`src/rtl/imm_ext_pipe.sv`:
```
// Immediate extender (sign / zero / sign-shift-1 / load-upper) behind a one-cycle
// output register with a one-entry skid buffer. Define IMM_EXT_LUI_EN to enable mode 3.
module imm_ext_pipe #(
  parameter int IN_W  = 8,
  parameter int OUT_W = 16
) (
  input  logic             clk,
  input  logic             rst_n,
  input  logic             in_valid,
  output logic             in_ready,
  input  logic [IN_W-1:0]  in_data,
  input  logic [1:0]       in_mode,
  output logic             out_valid,
  input  logic             out_ready,
  output logic [OUT_W-1:0] out_data,
  output logic             out_err
);

  localparam int EXT_W = OUT_W - IN_W;

  logic             out_valid_q, out_valid_d;
  logic [OUT_W-1:0] out_data_q, out_data_d;
  logic             out_err_q, out_err_d;
  logic             skid_valid_q, skid_valid_d;
  logic [OUT_W-1:0] skid_data_q, skid_data_d;
  logic             skid_err_q, skid_err_d;

  logic [OUT_W-1:0] sext;
  logic [OUT_W-1:0] ext_data;
  logic             ext_err;
  logic             accept;
  logic             out_free;

  always_comb begin
    sext     = {{EXT_W{in_data[IN_W-1]}}, in_data};
    ext_data = '0;
    ext_err  = 1'b0;
    case (in_mode)
      2'd0:    ext_data = sext;
      2'd1:    ext_data = {{EXT_W{1'b0}}, in_data};
      2'd2:    ext_data = {sext[OUT_W-2:0], 1'b0};
      default: begin
`ifdef IMM_EXT_LUI_EN
        ext_data = {in_data, {EXT_W{1'b0}}};
`else
        ext_err  = 1'b1;
`endif
      end
    endcase
  end

  // Handshake: a beat moves on a port when its valid and ready are both high at
  // a rising edge. in_ready depends only on skid occupancy (and reset), never on
  // out_ready, so the upstream path is cut by the skid register.
  assign in_ready = rst_n & ~skid_valid_q;
  assign accept   = in_valid & in_ready;
  assign out_free = ~out_valid_q | out_ready;

  always_comb begin
    out_valid_d  = out_valid_q;
    out_data_d   = out_data_q;
    out_err_d    = out_err_q;
    skid_valid_d = skid_valid_q;
    skid_data_d  = skid_data_q;
    skid_err_d   = skid_err_q;
    if (out_free) begin
      // Skid entry is older than any new beat, so it always wins the output slot.
      if (skid_valid_q) begin
        out_valid_d  = 1'b1;
        out_data_d   = skid_data_q;
        out_err_d    = skid_err_q;
        skid_valid_d = 1'b0;
      end else if (accept) begin
        out_valid_d = 1'b1;
        out_data_d  = ext_data;
        out_err_d   = ext_err;
      end else begin
        out_valid_d = 1'b0;
      end
    end else if (accept) begin
      skid_valid_d = 1'b1;
      skid_data_d  = ext_data;
      skid_err_d   = ext_err;
    end
  end

  always_ff @(posedge clk) begin
    if (!rst_n) begin
      out_valid_q  <= 1'b0;
      out_data_q   <= '0;
      out_err_q    <= 1'b0;
      skid_valid_q <= 1'b0;
      skid_data_q  <= '0;
      skid_err_q   <= 1'b0;
    end else begin
      out_valid_q  <= out_valid_d;
      out_data_q   <= out_data_d;
      out_err_q    <= out_err_d;
      skid_valid_q <= skid_valid_d;
      skid_data_q  <= skid_data_d;
      skid_err_q   <= skid_err_d;
    end
  end

  assign out_valid = out_valid_q;
  assign out_data  = out_data_q;
  assign out_err   = out_err_q;

endmodule

```
`config.mk`:
```
export PLATFORM = sky130hd
export DESIGN_NAME = imm_ext_pipe
export DESIGN_NICKNAME = d
export VERILOG_FILES = /design/src/rtl/imm_ext_pipe.sv
export SDC_FILE = /design/constraint.sdc
export NUM_CORES = 1
export LEC_CHECK = 0
export CORE_UTILIZATION = 47
export CTS_CLUSTER_DIAMETER = 30
export DETAILED_ROUTE_END_ITERATION = 12
export PLACE_DENSITY_LB_ADDON = 0.25
export SLEW_MARGIN = 20
export SYNTH_ARGS = -nofsm -noshare
export SYNTH_HDL_FRONTEND = slang
export SYNTH_SLANG_ARGS = --single-unit
```
`constraint.sdc`:
```
create_clock -name clk -period 1.3 [get_ports clk]
set_input_delay 0.13 -clock clk [delete_from_list [all_inputs] [get_ports clk]]
set_output_delay 0.13 -clock clk [all_outputs]
set_load 0.02 [all_outputs]
```
==> impl_results.md <==
- Post-layout min period: 1.23 ns
- Non-filler instance count after layout: 199
- Vias in the first global route: a little under 1,000
- CP Class: in2reg
- Clock network fraction of total power: 26.1%
- Pre-Repair DR Iteration Count: 4
- N_diodes: 0
- Insertion delay to the later sink of the worst-skew pair: around 0.31 ns
- GPL Wtd Cong: about 0.83
- Most frequent cells in the layout: buf_4, dfxtp_1, dlygate4sd2_1
- P_int: 0.00104 W
- Simple-gate share of the synthesized area: about a fifth
- Combinational cell fraction of total power: roughly a quarter
- Initial antenna violation count: 0
- Fmax: 0.811 GHz
- Post-synthesis mux area share: 0%
- Final core occ: between 70 and 80%
- Design area: 1630 um2
- Total gr overflow: 0
- Synthesized Nets: 143
- Ys async rst share: 0%
- Largest area contributor in the netlist: dfxtp_1
- Core box area: 2300 um2
- Final Max Slew Viols: 0
- Critical Path RT: ~1.5 ns
- Worst vdd ir: around 0.85 mV
- Adder-cell share of the synthesized area: 0%
- HP Class: in2reg
- TritonCTS clock tree: done
- Post-synthesis sequential area ratio: between 30% and 40%
- R2R depth: 3
- Layout cells sized above 1: about 28%
- Ys flop type: dfxtp_1
- Pleak: ~0.67 nW
- Main combinational cell family by area after synthesis: compound AO/OA/AOI/OAI gates
- CP Capture Type: register
- Maxcap violations: 0
- RSZ-0062 raised after global routing: false
- TritonCTS Buffers: 3
- # Post-CTS Setup Buffers: 0
- Vias per std cell: ~5.7
- Die width: about 52 um
- Syn Std Cell Area: roughly 1200 um2
- GRT Overall Usage: ~22%
- Vias: between 1,000 and 1,500
- CTS root buf: clkbuf_4
- Die area: about 2700 um2
- CP arrival: between 1 and 1.5 ns
- Clk slew on worst S/H paths: roughly 0.12 ns
- IO Port Bufs: 32
- Post-synthesis xor/xnor area fraction: 0%
- Final HPWL DP: approximately 2.2 mm
- P per Cell Area: 893 nW/um2
- Nets: between 150 and 200
- Top post-synthesis cells by area: dfxtp_1, a211oi_2, nor2b_1
- Antenna-violating nets left: 0
- CTS Hold Bufs: 0
- Placed Area: 1610 um2
- Psw: 0.000417 W
- Worst Hold Depth: 3
- Setup TNS: 0 ns
- Critical path peak fanout: 7
- Run status: finished clean
- Ys Warns: 0
- DRC violations left: 0
- Worst setup SP type: input port
- Largest net degree at the start of global routing: 16
- Wire per inst: between 10 and 15 um
- # IOs: 33
- H-tree depth: 1
- Final hold slack: approximately 0.47 ns
- Layout area overhead: 37.1%
- Setup Skew: between 0.003 and 0.004 ns
- Final period utilization: between 90% and 100%
- Placed Instances: 195
- Clock sink count: 22
- Reg power frac: ~49%
- Sw frac: 28.6%
- Yosys top cell area share: 37.0%
- Most common cell after layout, fill and taps aside: buf_4
- Unique masters post-synth: 29
- Final wirelength: slightly below 3 mm
- Chip height: ~52 um
- Final Hold Fails: 0
- Worst slew pin tran: between 0.2 and 0.3 ns
- Mean Syn Cell Area: a little over 9 um2
- Final setup fails: 0
- Initial Util: ~52%
- Number of enable flip-flop cells after synthesis: 0
- Max_slew headroom: between 80 and 90%
- Synth Register Bits: 22
- Std-Cell Rows: 17
- First-pass GRT wire length: 4.33 mm
- Area fraction in compound gates after synthesis: about a third
- DRT iter0 DRCs: 25
- Bufs on Longest Clock Path: 2
- Synth Instances: ~130
-- kinds of logic (layout without fill, tap and decap cells) --
kind of cell / after synthesis / in the layout
compound gates: 51 / 51
simple gates: 38 / 38
flops: 22 / 22
buf+inv: 18 / 60
-- worst max-delay path, cell delays in order --
cell	delay, ns
clkdlybuf4s50_1	0.49
buf_4	0.14
a21o_1	0.15
nand3_2	0.21
o32ai_1	0.33
-- path summary, 6_finish.rpt --
check                            start                            to  slack, ns
min reg2reg   out_data[1]$_SDFFE_PN0P_      out_data[1]$_SDFFE_PN0P_       0.48
min                         in_data[7]  skid_data_q[14]$_SDFFE_PN0P_       0.47
max                              rst_n      out_data[5]$_SDFFE_PN0P_       0.07
max reg2reg  skid_valid_q$_SDFFE_PP0P_      out_data[5]$_SDFFE_PN0P_       0.09
-- flip-flops by register name, summed over array words and instances (netlist names) --
register	cells
out_err	1
skid_data_q	9
skid_valid_q	1
skid_err_q	1
out_data	9
out_valid	1
-- cell type report --
type	instances	area, um2
Fill cell	197	664
Tap cell	28	35.0
Multi-Input combinational cell	89	641
Clock buffer	4	36.3
Timing Repair Buffer	54	470
Sequential cell	22	443
Inverter	2	7.51
-- power by group through the flow --
stage	Clock, W	Sequential [W]	Combinational (W)
final	0.000381	0.000721	0.000357
after global routing	0.000424	0.000725	0.000379
after CTS	0.000388	0.000721	0.000354
after detailed placement	0	0.000737	0.000379
after global placement	0	0.000735	0.000371
after floorplan	0	0.000758	0.000188
-- per-layer routing --
| layer | track usage (%) | part of all wire (%) | vias to the layer above |
|---|---|---|---|
| li1 | - | - | 561 |
| met1 | 24.6 | 43 | 537 |
| met2 | 41.1 | 52 | 34 |
| met3 | 6.96 | 4.3 | 4 |
| met4 | 3.95 | 0.34 | 0 |
| met5 | 0 | 0 | - |
-- cells in the mapped netlist (2+ instances only) --
library cell,n
a211oi_1,9
nand2_1,8
inv_1,2
nand4b_1,2
buf_4,8
dfxtp_1,22
o21ai_0,3
nor3b_1,2
a21oi_1,16
a21oi_2,7
buf_6,2
buf_2,4
nor2_1,2
clkbuf_1,2
o32ai_1,7
nor2b_1,14
a211oi_2,7
-- what timing repair did --
item | in CTS | in global routing
endpoints found under the setup margin | 19 | 2
gates resized for setup | 21 | 3
hold endpoints to repair | 0 | 0
-- through the flow --
stage          worst slack [ns]  power (W)
2_1_floorplan            0.0666   0.000947
3_3_place_gp             -0.237    0.00111
3_5_place_dp             -0.255    0.00112
4_1_cts                  0.0133    0.00146
5_1_grt                  0.0193    0.00153
6_report                 0.0674    0.00146
No activity file was read; power rests on OpenSTA's default activity.
